--- src/rtl/parking_gate_driver.sv ---
// Barrier gate actuator: drives the motor from the entrance controller's
// open/close commands, tracks barrier position with a travel counter, runs an
// auto-close hold timer, reverses on obstruction and pulses when a car clears.
//
// state     | meaning
// ----------+---------------------------------------------------------------
// CLOSED    | barrier down, motor off, waiting for doorOpen
// OPENING   | motor up, position counts toward TRAVEL_TICKS
// OPEN_HOLD | barrier up, hold timer counts down to auto-close
// CLOSING   | motor down, position counts toward 0; obstruction reverses
module parking_gate_driver #(
    parameter int TRAVEL_TICKS = 8,
    parameter int HOLD_TICKS   = 20,
    parameter int CNT_W        = 8
) (
    input  logic             clk,
    input  logic             rst_n,
    input  logic             doorOpen,
    input  logic             doorClose,
    input  logic             carPassSen,
    output logic             motorUp,
    output logic             motorDown,
    output logic             doorMaxOpen,
    output logic             doorMaxClose,
    output logic [CNT_W-1:0] position,
    output logic             busy,
    output logic             carPassed
);

    typedef enum logic [1:0] {
        CLOSED    = 2'd0,
        OPENING   = 2'd1,
        OPEN_HOLD = 2'd2,
        CLOSING   = 2'd3
    } gateState_t;

    localparam logic [CNT_W-1:0] TRAVEL     = CNT_W'(TRAVEL_TICKS);
    localparam logic [CNT_W-1:0] TRAVEL_M1  = CNT_W'(TRAVEL_TICKS - 1);
    localparam logic [CNT_W-1:0] HOLD       = CNT_W'(HOLD_TICKS);
    localparam logic [CNT_W-1:0] ONE        = CNT_W'(1);

    gateState_t       state;
    logic [CNT_W-1:0] holdCnt;
    logic             senReg;
    logic             carPassedReg;

    // Gate sequencing, travel/hold counters and the car-cleared pulse.
    always_ff @(posedge clk) begin
        if (!rst_n) begin
            state        <= CLOSED;
            position     <= '0;
            holdCnt      <= '0;
            senReg       <= 1'b0;
            carPassedReg <= 1'b0;
        end else begin
            senReg       <= carPassSen;
            carPassedReg <= (state == OPEN_HOLD) && senReg && !carPassSen;
            case (state)
                CLOSED: begin
                    if (doorOpen) begin
                        state <= OPENING;
                    end
                end
                OPENING: begin
                    // A reversal right at full travel lands here with position
                    // already at TRAVEL; clamp instead of stepping past it.
                    if (position >= TRAVEL_M1) begin
                        position <= TRAVEL;
                        holdCnt  <= HOLD;
                        state    <= OPEN_HOLD;
                    end else begin
                        position <= position + ONE;
                    end
                end
                OPEN_HOLD: begin
                    if (carPassSen || doorOpen) begin
                        holdCnt <= HOLD;
                    end else if (doorClose || holdCnt == ONE) begin
                        holdCnt <= '0;
                        state   <= CLOSING;
                    end else begin
                        holdCnt <= holdCnt - ONE;
                    end
                end
                CLOSING: begin
                    if (carPassSen || doorOpen) begin
                        state <= OPENING;
                    end else if (position <= ONE) begin
                        position <= '0;
                        state    <= CLOSED;
                    end else begin
                        position <= position - ONE;
                    end
                end
                default: begin
                    state <= CLOSED;
                end
            endcase
        end
    end

    assign motorUp      = (state == OPENING);
    assign motorDown    = (state == CLOSING);
    assign busy         = (state == OPENING) || (state == CLOSING);
    assign doorMaxOpen  = (position == TRAVEL);
    assign doorMaxClose = (position == '0);
    assign carPassed    = carPassedReg;

endmodule

--- config.mk ---
export PLATFORM = sky130hd
export DESIGN_NAME = parking_gate_driver
export DESIGN_NICKNAME = d
export VERILOG_FILES = /design/src/rtl/parking_gate_driver.sv
export SDC_FILE = /design/constraint.sdc
export NUM_CORES = 1
export LEC_CHECK = 0
export ABC_CLOCK_PERIOD_IN_PS = 2200
export CAP_MARGIN = 0
export CORE_MARGIN = 2
export CORE_UTILIZATION = 61
export DETAILED_ROUTE_END_ITERATION = 7
export DONT_BUFFER_PORTS = 1
export PLACE_DENSITY = 0.84
export SLEW_MARGIN = 15
export SYNTH_ARGS = -nofsm -noshare
export SYNTH_HDL_FRONTEND = slang
export SYNTH_SLANG_ARGS = --single-unit
--- constraint.sdc ---
create_clock -name clk -period 2.2 [get_ports clk]
set_input_delay 0.11 -clock clk [delete_from_list [all_inputs] [get_ports clk]]
set_output_delay 0.11 -clock clk [all_outputs]
set_load 0.005 [all_outputs]
* Word-level counts from Yosys, hierarchy flattened
Cells that the tools add are included.
** Word-level totals
- Register bits after elaboration :: 20
- Logic and storage cells :: 49
** Cells by class
- Eq/ne operators :: 11
- Magnitude comparators :: 2
- Add/sub/neg operators :: 3
- Reductions and logical operators :: 13
- Multiplexer cells :: 15
** Operators by type and width (count)
- $mux W8 :: 6
- $pmux W8 S2 :: 2
- $sub A8 B1 Y8 const B :: 2
- $mux W2 :: 6
- $add A8 B1 Y8 const B :: 1
- $eq A8 B1 Y1 const B :: 1
- $eq A8 B4 Y1 const B :: 1
- $ge A8 B3 Y1 const B :: 1
- $le A8 B1 Y1 const B :: 1
- $logic_not A8 Y1 :: 1
- $pmux W2 S4 :: 1
- $ne A2 B2 Y1 const B :: 3
- $reduce_and A5 Y1 :: 1
- $eq A2 B2 Y1 const B :: 2
- $ne A2 B1 Y1 const B :: 2
- $reduce_and A2 Y1 :: 2
- $reduce_bool A2 Y1 :: 2
- $logic_or A1 B1 Y1 :: 3
- $ne A3 B1 Y1 const B :: 1
- $eq A2 B1 Y1 const B :: 1
- $logic_and A1 B1 Y1 :: 2
- $logic_not A2 Y1 :: 1
- $logic_not A1 Y1 :: 1

* Logic depth before layout (Yosys ltp)
- Depth after elaboration :: 5
- Mapped depth :: 7
- Depth with buffers taken out :: 7

* Least setup slack after synthesis
OpenSTA, ideal clock, no wires.
- Path kind :: reg2reg
- Start point :: register position[0]
- End point :: register position[5]
- Setup slack :: 0.280 ns
- Path buffers :: 0
- Arrival :: 1.850 ns
- Data required time :: 2.130 ns
- Stages on the path, launching flop included :: 8
- Path through :: dfxtp_1 inv_1 ha_1 nor2_1 o31ai_4 nand2b_1 or3_2 a21oi_1
** Between the ends
- Word-level cells in the longest chain between the ends :: 4
- Elaborated cells between the ends (all ways) :: 8
- Classes of those cells :: add/sub: 2; order compare: 2; mux: 4
** Ends and longest elaborated chain
- start: declaration :: line 25 : output logic [CNT_W-1:0] position,
- start signal: assignment :: line 72 : position <= position + ONE;
- start signal: assignment :: line 92 : position <= position - ONE;
- $sub A8 B1 Y8 or $le A8 B1 Y1 (tied branches) :: line 92, 88
- $mux W8 :: line 88 : end else if (position <= ONE) begin
- $mux W8 :: line 86 : if (carPassSen || doorOpen) begin
- $pmux W8 S2 * :: line 58 : case (state)
Every way passes the cells marked *; elsewhere a longest branch is shown, timed or not. The select of a mux whose other input is x is not followed.
A chain may end at the register's enable or synchronous reset.

* Final worst setup path
- Start point :: register position[1]
- End point :: register position[5]
Same word-level chain as after synthesis.

==> results.txt <==
The flow ran to the end, and the final reports show no timing, DRC or antenna violations. Sorting the synthesized cells by how often they occur yields dfxtp_1, nor2_1, ha_1, inv_1, o21ai_0. The arrival time at the worst endpoint is 2.28 ns. The final layout net count is 175. The tree is rooted in a clkbuf_4. The number of buffers created by CTS came out at 3. The via count of the first global-routing pass came to 1125. Setup repair after global routing left no endpoint under its margin. The number of DRC markers after the initial detailed-route iteration is 54.

The sequential fraction of the synthesis area is 31.62%. The number of nets in the synthesized netlist is 163. The worst reg-to-reg path cell count came out at 7. The final period demand of the worst path came out at 2.041 ns. The area of the mapped netlist came out at 1266 um^2. In the final routed layout, each cell accounts on average for 16.72 um. The average via count per standard cell is 6.263. In this run the number of H-tree levels came out at 1.

The count of buffers added on input and output ports is 0. The most frequent cell after synthesis is dfxtp_1. The final hold violation count is 0. The total wirelength of the detailed-routed design came out at 3110 um. In the final layout, the multi-input gates occupy 819.5 um^2. In this run, synthesis produced a sequential element count of 20. The reported leakage power is 0.5372 nW. The number of antenna violations at the first check in global routing came out at 0.

The min-delay analysis places its worst path in the category primary input to flip-flop. In this run the count of I/O pins placed on the die edge is 19. The worst clock skew came out at 0.001029 ns.

The share of flip-flops with an asynchronous set or reset after synthesis came out at 0%. The congestion estimate from routability-driven global placement came to 0.8815. After clock tree synthesis, the flow added hold-fix buffers numbering 3.

Setup violations remaining at the end of the flow were counted as 0. The vias after detailed routing came out at 1165. During synthesis, Yosys emitted a total of 0 warnings.

The number of pins exceeding their max-slew limit in the final report came out at 0. The endpoint identified for the worst register-to-register timing path is position[5]. The number of antenna diodes in the final layout is 0.

Among cell families on the critical path, the largest total delay comes from simple AND/OR/NAND/NOR gates. The pin count of the biggest net entering global routing came out at 12. After clock tree synthesis, the clock-pin slew on the worst setup and hold paths is 0.11 ns. The worst hold path passes through 3 cells. In the global route stage, overall resource usage came out at 26.65%. The clock tree buffer depth is 2. The source-to-sink clock delay at the later pin of the worst-skew pair came out at 0.30 ns. The worst hold path begins at carPassSen. The number of enable-type register cells in the synthesized netlist came out at 0. The post-synthesis instance total came out at 148.

The floorplan step defined a core boundary enclosing 1962 um^2. The worst reg-to-reg setup slack came out at 0.16 ns. The final worst-path cycle share came out at 92.77%. The largest individual stage delay along the critical path comes from the cell dfxtp_1.

The total DRC errors in the routed layout is 0. The critical path is of the flip-flop to flip-flop type. In the post-synthesis netlist, the biggest area contributors are dfxtp_1, ha_1, nor2_1. Of all cell types, the one taking the most synthesized area is dfxtp_1. The largest stage delay on the critical path is 0.47 ns.

Of all nets on the critical path, the largest fanout is 7. The starting utilization of the core area is 64.54%. The mean area per synthesized cell is 8.556 um^2. The number of core rows came out at 16. The area added between synthesis and finish is 10.97%.

The worst hold-check slack came out at 0.04097 ns. The reported max-cap violation count came out at 0. The die footprint is 2456 um^2. The fill cell instance count of the final layout is 176. Summed over its instances, the top area cell type makes up 31.62% of the synthesized netlist area. TritonCTS built the clock tree. For this design, the sink count on the clock tree is 20. Once detail routing completed, the nets flagged for antenna violations numbered 0. STA classifies the critical path startpoint as a flip-flop. The required arrival time at the worst endpoint is 2.44 ns. The post-detailed-placement half-perimeter wirelength is 2173 um. The number of distinct library cells after synthesis is 45. The critical path goes through inv_1 -> ha_1 -> nor2_1 -> o31ai_4 -> nand2b_1 -> or3_2 -> a21oi_1. The fraction of layout cells with a size suffix above 1 came out at 14.47%.

The number of buffers and inverters on the critical path is 1. The total of cells resized after clock tree synthesis came out at 0. For hold timing, the worst endpoint is position[6]. The worst register-to-register path begins at position[1]. The overflow left after global routing came out at 0.

In the final timing run, aggregate negative setup slack is 0 ns. The number of detailed-route iterations in the first pass came out at 4. The most used flip-flop cell after synthesis is dfxtp_1. The die width is 49.56 um.

At the pin with the least slew margin, the transition time is 0.5208 ns. The tightest slew margin relative to the limit came out at 64.96%. The sequential cells in the finished layout cover a total of 400.4 um^2.

Once the clock tree was built, the setup fixing pass inserted 0 buffers. The first global-routing pass estimated 5071 um of wire. The total power density per cell area came out at 1273 nW/um^2. The maximum frequency from static timing analysis came out at 0.4899 GHz. The worst supply voltage drop on vdd came out at 0.8113 mV.

STA classifies the critical path endpoint as a flip-flop. From bottom edge to top edge, the die measures 49.56 um.
==> cell type report <==
type | instances | area share (%)
Tap cell | 27 | 2.404
Inverter | 10 | 2.671
Timing Repair Buffer | 9 | 5.521
Multi-Input combinational cell | 116 | 58.33
Clock buffer | 4 | 2.582
Sequential cell | 20 | 28.50
==> how the worst max path moves through the flow <==
stage | cells after the start | from | slack [ns] | endpoint
after global routing | 7 | position[1] | 0.01 | position[5]
after detailed placement | 7 | position[1] | 0.20 | position[5]
final | 7 | position[1] | 0.16 | position[5]
after floorplan | 7 | position[0] | 0.28 | position[5]
after CTS | 7 | position[1] | 0.18 | position[5]
after global placement | 7 | position[1] | 0.32 | position[5]
==> sequential cells by signal (all words and copies together) (netlist names) <==
register / cells
carPassed: 1
holdCnt: 8
position: 8
senReg: 1
state: 2
==> routing by layer <==
layer / vias to the layer above / track usage (%) / share of wire, %
met5: - / 0 / 0
met1: 542 / 35.10 / 44
li1: 558 / - / -
met3: 9 / 4.242 / 7.4
met2: 56 / 44.00 / 48
met4: 0 / 9.259 / 1.5
==> logic make-up after synthesis <==
logic type	share of synthesized area (%)
AOI/OAI and AO/OA	23.32
xor gates and xnor gates	3.458
adders and majority gates	9.881
buffers and inverters	3.656
DFF	31.62
muxes	1.680
and+or+nand+nor	26.38
==> metrics by stage <==
stage / setup slack (ns) / instance area, um^2 / std cells / power (mW) / util (%)
global placement: 0.3241 / 1329 / 178 / 1.481 / 67.73
detailed placement: 0.2026 / 1329 / 178 / 1.534 / 67.73
global route: 0.01206 / 1405 / 186 / 1.917 / 71.62
CTS: 0.1796 / 1395 / 185 / 1.760 / 71.11
floorplan: 0.2798 / 1266 / 148 / 1.299 / -
finish: 0.1590 / 1405 / 186 / 1.788 / 71.62
==> cell usage in the layout (no fill, tap or decap), drive strengths merged, types with 2 or more instances in the layout <==
master	instances
nand3b	3
a211oi	2
and2	2
clkbuf	4
ha	10
nand4	3
a31oi	2
nor4	2
or2	3
xor2	4
nor3b	3
nand2b	3
o211ai	3
o31ai	4
nand3	6
a21oi	9
o21ai	10
a21boi	2
o31a	2
inv	10
nand2	4
dlygate4sd3	4
nor2	18
dfxtp	20
nor3	3
nor2b	4
buf	5
==> worst reg2reg max path: stages (launching register included) <==
cell      delay, ns
dfxtp_1        0.47
inv_1          0.12
ha_1           0.23
nor2_1         0.25
o31ai_4        0.10
nand2b_1       0.21
or3_2          0.44
a21oi_1        0.17
==> report_power, final <==
part           total (mW)  internal, mW  switching (mW)  leakage, nW
logic               0.973         0.413           0.560        0.353
clock network       0.217         0.101           0.116       0.0210
registers           0.599         0.470           0.129        0.163
Note: power is estimated with default switching activity, not from simulation.
